==> config.mk <==
export PLATFORM = sky130hd
export DESIGN_NAME = texture_fetch
export DESIGN_NICKNAME = d
export VERILOG_FILES = /design/src/rtl/tex_pkg.sv /design/src/rtl/tex_addr_gen.sv /design/src/rtl/texture_fetch.sv
export SDC_FILE = /design/constraint.sdc
export NUM_CORES = 1
export LEC_CHECK = 0
export CAP_MARGIN = 20
export CORE_AREA = 2 2 114 116
export CTS_CLUSTER_DIAMETER = 150
export DETAILED_ROUTE_END_ITERATION = 8
export DIE_AREA = 0 0 116 118
export PLACE_DENSITY = 0.79
export SLEW_MARGIN = 40
export SYNTH_ARGS = -nofsm -noshare
export SYNTH_HDL_FRONTEND = slang
export SYNTH_SLANG_ARGS = --single-unit
==> constraint.sdc <==
create_clock -name clk -period 3.2 [get_ports clk]
set_clock_uncertainty 0.2 [all_clocks]
set_input_delay 0.96 -clock clk [delete_from_list [all_inputs] [get_ports clk]]
set_output_delay 0.96 -clock clk [all_outputs]
set_load 0.03 [all_outputs]
==> src/rtl/tex_pkg.sv <==
// rtl/tex_pkg.sv - shared types and constants for the texture fetch unit
package tex_pkg;

    typedef enum logic [1:0] {
        IDLE = 2'd0,
        REQ  = 2'd1,
        WAIT = 2'd2,
        OUT  = 2'd3
    } tex_state_e;

    localparam int TEXEL_BYTES  = 4;
    localparam int CHANNEL_BITS = 8;
    localparam int TEXEL_SHIFT  = $clog2(TEXEL_BYTES);

endpackage

==> src/rtl/tex_addr_gen.sv <==
// rtl/tex_addr_gen.sv - (u,v) fixed point to texel byte address; TEX_WRAP_EN selects repeat vs clamp
module tex_addr_gen
    import tex_pkg::*;
#(
    parameter int DATA_WIDTH = 32,
    parameter int ADDR_WIDTH = 32,
    parameter int FRAC_BITS  = 16,
    parameter int TEX_W_LOG2 = 8,
    parameter int TEX_H_LOG2 = 8
) (
    input  logic [1:0][DATA_WIDTH-1:0] i_tex_coord,
    input  logic [ADDR_WIDTH-1:0]      i_tex_base,
    output logic [ADDR_WIDTH-1:0]      o_addr
);

    logic [DATA_WIDTH-1:0] u;
    logic [DATA_WIDTH-1:0] v;
    logic [TEX_W_LOG2-1:0] x;
    logic [TEX_H_LOG2-1:0] y;
    logic [ADDR_WIDTH-1:0] texel_idx;
    logic                  unused_coord_bits;

    assign u = i_tex_coord[0];
    assign v = i_tex_coord[1];

`ifdef TEX_WRAP_EN
    // Repeat: the integer part and sign are simply discarded.
    assign x = u[FRAC_BITS-1 -: TEX_W_LOG2];
    assign y = v[FRAC_BITS-1 -: TEX_H_LOG2];
`else
    always_comb begin
        x = u[FRAC_BITS-1 -: TEX_W_LOG2];
        y = v[FRAC_BITS-1 -: TEX_H_LOG2];
        if (u[DATA_WIDTH-1]) begin
            x = '0;
        end else if (|u[DATA_WIDTH-2:FRAC_BITS]) begin
            x = '1;
        end
        if (v[DATA_WIDTH-1]) begin
            y = '0;
        end else if (|v[DATA_WIDTH-2:FRAC_BITS]) begin
            y = '1;
        end
    end
`endif

    assign texel_idx = (ADDR_WIDTH'(y) << TEX_W_LOG2) + ADDR_WIDTH'(x);
    assign o_addr    = i_tex_base + (texel_idx << TEXEL_SHIFT);

    // Sub-texel fraction bits never reach the address.
    assign unused_coord_bits = ^{u, v};

endmodule

==> src/rtl/texture_fetch.sv <==
// rtl/texture_fetch.sv - single-texel fetch FSM with RGBA8888 unpack; optional TEX_WRAP_EN
module texture_fetch
    import tex_pkg::*;
#(
    parameter int DATA_WIDTH = 32,
    parameter int VEC_SIZE   = 4,
    parameter int ADDR_WIDTH = 32,
    parameter int FRAC_BITS  = 16,
    parameter int TEX_W_LOG2 = 8,
    parameter int TEX_H_LOG2 = 8
) (
    input  logic                               clk,
    input  logic                               rst_n,
    input  logic                               i_req_valid,
    output logic                               o_req_ready,
    input  logic [1:0][DATA_WIDTH-1:0]         i_tex_coord,
    input  logic [ADDR_WIDTH-1:0]              i_tex_base,
    output logic                               o_mem_req,
    output logic [ADDR_WIDTH-1:0]              o_mem_addr,
    input  logic                               i_mem_gnt,
    input  logic                               i_mem_rvalid,
    input  logic [31:0]                        i_mem_rdata,
    output logic                               o_texel_valid,
    output logic [VEC_SIZE-1:0][DATA_WIDTH-1:0] o_texel_color,
    input  logic                               i_texel_ready
);

    tex_state_e                          state_q, state_d;
    logic [ADDR_WIDTH-1:0]               addr_q, addr_d;
    logic [VEC_SIZE-1:0][DATA_WIDTH-1:0] color_q, color_d;
    logic [ADDR_WIDTH-1:0]               calc_addr;
    logic                                req_ready;

    tex_addr_gen #(
        .DATA_WIDTH (DATA_WIDTH),
        .ADDR_WIDTH (ADDR_WIDTH),
        .FRAC_BITS  (FRAC_BITS),
        .TEX_W_LOG2 (TEX_W_LOG2),
        .TEX_H_LOG2 (TEX_H_LOG2)
    ) u_addr_gen (
        .i_tex_coord (i_tex_coord),
        .i_tex_base  (i_tex_base),
        .o_addr      (calc_addr)
    );

    always_ff @(posedge clk or negedge rst_n) begin
        if (!rst_n) begin
            state_q <= IDLE;
            addr_q  <= '0;
            color_q <= '0;
        end else begin
            state_q <= state_d;
            addr_q  <= addr_d;
            color_q <= color_d;
        end
    end

    always_comb begin
        state_d       = state_q;
        addr_d        = addr_q;
        color_d       = color_q;
        req_ready     = 1'b0;
        o_mem_req     = 1'b0;
        o_texel_valid = 1'b0;
        case (state_q)
            IDLE: begin
                req_ready = 1'b1;
                if (i_req_valid) begin
                    addr_d  = calc_addr;
                    state_d = REQ;
                end
            end
            REQ: begin
                o_mem_req = 1'b1;
                if (i_mem_gnt) begin
                    state_d = WAIT;
                end
            end
            WAIT: begin
                if (i_mem_rvalid) begin
                    for (int c = 0; c < VEC_SIZE; c++) begin
                        color_d[c] = DATA_WIDTH'(i_mem_rdata[c*CHANNEL_BITS +: CHANNEL_BITS]);
                    end
                    state_d = OUT;
                end
            end
            OUT: begin
                o_texel_valid = 1'b1;
                if (i_texel_ready) begin
                    state_d = IDLE;
                end
            end
            default: state_d = IDLE;
        endcase
    end

    // State already sits in IDLE during reset, so readiness is gated by rst_n itself.
    assign o_req_ready   = req_ready & rst_n;
    assign o_mem_addr    = addr_q;
    assign o_texel_color = color_q;

endmodule
* Word-level counts from Yosys, hierarchy flattened
Index checks and enable logic that the tools add are counted.
Operators by class: equal/unequal tests 7, bitwise gates (word level) 1, muxes and demuxes 12, reduce and logical (&&, ||, !) cells 6, add/sub/neg operators 2
Operators with widths (number):
- $add 32x32->32 | 1
- $mux 8 | 4
- $reduce_or 15->1 | 2
- $add 16x8->17 | 1
- $mux 2 | 4
- $ne 2x2->1 const B | 4
- $pmux 2 s4 | 1
- $eq 2x2->1 const B | 2
- $reduce_and 2->1 | 2
- $reduce_and 4->1 | 1
- $mux 1 | 3
- $eq 2x1->1 const B | 1
- $logic_not 2->1 | 1
- $and 1x1->1 | 1
Word-level totals: bits of input ports 134, output and inout bits 163, bits in registers 66, word-level logic and storage cells 34

* Depth between registers and ports, before layout
depth in word-level cells 5, depth in mapped cells 15, gate-level depth less buffers 14

* Hierarchy
A second synthesis with hierarchy kept.
Unflattened totals: cell total of the unflattened synthesis 449, area, all modules 4613.2 um^2
Modules (own cells, without submodules):
- texture_fetch | area each 3295.7 um^2, sequential area each 1651.6 um^2, instances 1, cells an instance 250
- tex_addr_gen | area each 1317.5 um^2, sequential area each 0.0 um^2, instances 1, cells an instance 199

* Least setup slack after synthesis
OpenSTA, ideal clock, no wires.
path type input -> register, start point input port i_tex_coord[18] in the netlist's numbering, end point register addr_q[19], in the netlist o_mem_addr[19], cell stages on the path 14, setup slack -0.638 ns, data required time 2.876 ns, arrival 3.514 ns, cell sequence nor4_1 nand4_1 nor2_1 or2_2 inv_1 ha_1 a21o_1 and4_1 o21ai_2 o21ai_2 a221o_1 buf_6 mux2i_1 a211o_1
Between the ends: longest elaborated chain between the ends 5
Ends and longest elaborated chain:
- from (decl) | line texture_fetch.sv:16 | input logic [1:0][DATA_WIDTH-1:0] i_tex_coord,
- $reduce_or 15->1 | line tex_addr_gen.sv:36 | end else if (|u[DATA_WIDTH-2:FRAC_BITS]) begin
- $mux 8 | line tex_addr_gen.sv:36
- $mux 8 | line tex_addr_gen.sv:34 | if (u[DATA_WIDTH-1]) begin
- $add 16x8->17 | line tex_addr_gen.sv:47 | assign texel_idx = (ADDR_WIDTH'(y) << TEX_W_LOG2) + ADDR_WIDTH'(x);
- $add 32x32->32 | line tex_addr_gen.sv:48 | assign o_addr = i_tex_base + (texel_idx << TEXEL_SHIFT);
- to (signal assigned) | line texture_fetch.sv:53 | addr_q <= addr_d;
- to (decl) | line texture_fetch.sv:29 | logic [ADDR_WIDTH-1:0] addr_q, addr_d;
Every way passes these cells. A chain may end at the register's enable or synchronous reset.

* Final worst setup path
start point input port i_tex_coord[21] in the netlist's numbering, end point register addr_q[16], in the netlist o_mem_addr[16]
Same word-level chain as after synthesis.

==> flow_summary.yaml <==
grt:
  grt_max_degree: 44
  grt_pass1_vias: 4127
  antenna_found_initial: 0
  grt-ovfl-total: 0
  grt_first_pass_wirelength_um: 19890
  track_usage_pct: 18.26
job:
  cap_violations: 0
floorplan:
  dieArea_um2: 13690
  coreArea_um2: 12410
  die_x_um: 116
  initial_core_util_pct: 36.08
  num_rows: 41
  ios: 297
  die_h_um: 118
setup_path:
  cp_max_fo: 6
  worst_path_max_delay_cell: "or3_4"
  critPathCaptureType: "flop"
  crit_type: "primary input to flop"
  worstSetupStartpointType: "primary input"
  critical_path_arrival_ns: 3.71
  crit_top_cell: "buf_6"
  cpPeakStageDelay_ns: 0.36
  critPathBufInv: 5
  crit_family: "simple AND/OR/NAND/NOR gates"
  crit_chain: "buf_6 > nor4_4 > nand4_1 > buf_6 > nor2_4 > nor2_2 > ha_2 > inv_2 > fa_2 > nor2b_4 > o31a_1 > o21a_1 > or3_4 > buf_4 > buf_6 > a31oi_4 > xor2_1 > o21ai_1"
  crit_required_ns: 3.21
detailed_routing:
  dr.first_iter.drc_count: 178
  vias_per_cell: 4.570
  post-route-drc-count: 0
  avgRoutedWirePerCell_um: 14.43
  routed_wl_um: 13160
  ant_nets: 0
  dr.pass1.iters: 4
  num_vias: 4168
placement:
  gp_congestion: 0.7908
  dp_hpwl_um: 10210
  dpl_cell_area_um2: 6621
  portBuffers: 184
layout:
  area_delta_synth_final_pct: 61.96
  multi_input_area_um2: 2674
  num_antenna_cells: 0
  fill_cells: 1106
  fin_nets: 891
  final_core_util_pct: 58.44
  final_area_um2: 7254
  seq_area_um2: 1652
  drive_above_1_share_pct: 26.08
clock_network:
  cts_tree: "built"
  path_clk_slew_ns: 0.06
  clkLatencyLatePin_ns: 0.32
  h-tree-depth: 3
  cts_buffer_depth: 2
  cts.sinks: 66
  cts_buffers: 9
  postCtsHoldBufs: 0
  cts-root-buf: "clkbuf_16"
power_and_ir_drop:
  p_leak_nw: 3.275
  pwr_density_cell_nw_per_um2: 774.7
  vdd_drop_max_mv: 0.2704
sta:
  hold_viol: 0
  slew_violations: 0
  fin_crit_sh_pct: 115.4
  fmaxAchievable_mhz: 270.7
  worst_slack_ns: -0.4935
  min_period_ns: 3.693
  setup_viol_count_final: 24
  rsz0062_at_grt: "true"
outcome:
  outcome: "complete, but fails checks"
  violations: "setup timing"
synth:
  ys_async_sr_fraction_pct: 100.0
  seq_area_frac_synth_pct: 36.87
  synth_cell_types: 54
  postSynthAreaPerCell_um2: 9.179
  ys_seq_elements: 66
  synth.cell_area_um2: 4479
  synth_flop_cell: "dfrtp_1"
  syn_inst: 488
  synth_warnings: 0
  synth_edf_count: 0
worst_hold_path:
  hold_class: "flop to flop"
[cell usage in the layout (no fill, tap or decap), types with 6 or more instances in the layout]
| master | netlist | layout |
|---|---|---|
| nor2_1 | 48 | 40 |
| or3_1 | 8 | 6 |
| clkdlybuf4s15_1 | 0 | 10 |
| nand3_1 | 7 | 7 |
| clkdlybuf4s50_1 | 0 | 152 |
| buf_2 | 0 | 14 |
| a21o_1 | 7 | 7 |
| o21ai_0 | 11 | 7 |
| inv_1 | 12 | 10 |
| clkbuf_16 | 0 | 10 |
| xor2_1 | 8 | 8 |
| conb_1 | 1 | 96 |
| ha_1 | 21 | 19 |
| mux2_2 | 32 | 32 |
| buf_6 | 1 | 13 |
| o21ai_2 | 2 | 8 |
| a21oi_1 | 13 | 8 |
| buf_4 | 97 | 56 |
| o21ai_1 | 16 | 12 |
| nand2_1 | 38 | 37 |
| dfrtp_1 | 66 | 66 |
| a31oi_1 | 12 | 9 |
[tightest hold or removal path: cells and delay by family, from the launching register on]
family,cells,cell delay (ns)
and+or+nand+nor,2,0.10
DFF,1,0.34
[routing by layer]
metal	track usage (%)	vias to the layer above	share of wire, %
met5	0	-	0
met1	19.97	1970	38
met4	6.101	0	1.7
met2	33.22	187	52
li1	-	1995	-
met3	5.252	16	9.2
[cell families after synthesis]
logic type | Yosys count | share of synthesized area (%)
muxes | 34 | 8.492
and+or+nand+nor | 146 | 15.53
AOI/OAI and AO/OA | 85 | 12.07
DFF | 66 | 36.87
adders and majority gates | 22 | 6.313
other | 1 | 0.08372
buffers and inverters | 124 | 18.69
xor gates and xnor gates | 10 | 1.955
[final cells by class]
| class | instances | share of cell area (%) |
|---|---|---|
| Multi-Input combinational cell | 394 | 36.86 |
| Timing Repair Buffer | 252 | 32.82 |
| Sequential cell | 66 | 22.77 |
| Clock buffer | 11 | 3.208 |
| Tap cell | 172 | 2.967 |
| Clock inverter | 5 | 0.7589 |
| Inverter | 12 | 0.6209 |
[where the power goes]
group / switching [mW] / total (mW) / internal, mW
Sequential: 0.228 / 1.48 / 1.26
Combinational: 1.79 / 3.17 / 1.39
Clock: 0.361 / 0.961 / 0.600
[cells in the mapped netlist (all sizes together) (4+ instances only)]
library cell  number  area share, %
inv               12            1.0
mux2              32            8.0
nand3              7           0.78
ha                21            5.9
nand4              4           0.56
dfrtp             66             37
nor4               6           0.84
a21o               7            1.2
a31oi             12            1.7
nor3               7           0.78
o21a               4           0.67
and3               7           0.98
buf              102             17
nand2b             5           0.70
o21ai             29            3.4
nand2             38            3.2
nor2              48            4.0
clkbuf            10           0.84
xor2               8            1.6
or3                8            1.1
a21oi             14            1.6
and2               5           0.70
[sequential cells by signal, summed over array words and instances, names as in the netlist]
signal / flops
o_texel_color: 32
state_q: 2
o_mem_addr: 32
[worst paths after layout]
path | startpoint | endpoint | slack (ns) | depth (start not counted)
worst max-delay path | i_tex_coord[21] | o_mem_addr[16] | -0.49 | 18
worst min-delay path | o_mem_addr[1] | o_mem_addr[1] | 0.28 | 2
worst max register to register | state_q[0] | o_mem_addr[18] | 1.27 | 6
worst min register to register | o_mem_addr[1] | o_mem_addr[1] | 0.28 | 2
max in group asynchronous | rst_n | o_texel_color[32] | 1.79 | 3
min in group asynchronous | rst_n | o_mem_addr[28] | 0.46 | 2
[through the flow]
stage          hold WS, ns  setup WS, ns  power [mW]  setup TNS [ns]  instances
6_report            0.2777       -0.4935       5.620          -8.087        912
5_1_grt             0.3112       -0.6275       5.926          -11.63        912
4_1_cts             0.2876       -0.5909       5.640          -7.797        908
3_5_place_dp        0.2747        -1.315       4.601          -28.02        880
3_3_place_gp        0.2633        -1.196       4.515          -24.89        879
2_1_floorplan       0.3950       -0.5856       3.326          -8.229        583
[what timing repair did]
action / in CTS / in global routing
pin swaps: 57 / 29
buffers inserted: 10 / 6
endpoints found under the setup margin: 26 / 25
gates cloned: 2 / 0
gates resized for setup: 132 / 22
No activity file was read; power rests on OpenSTA's default activity.
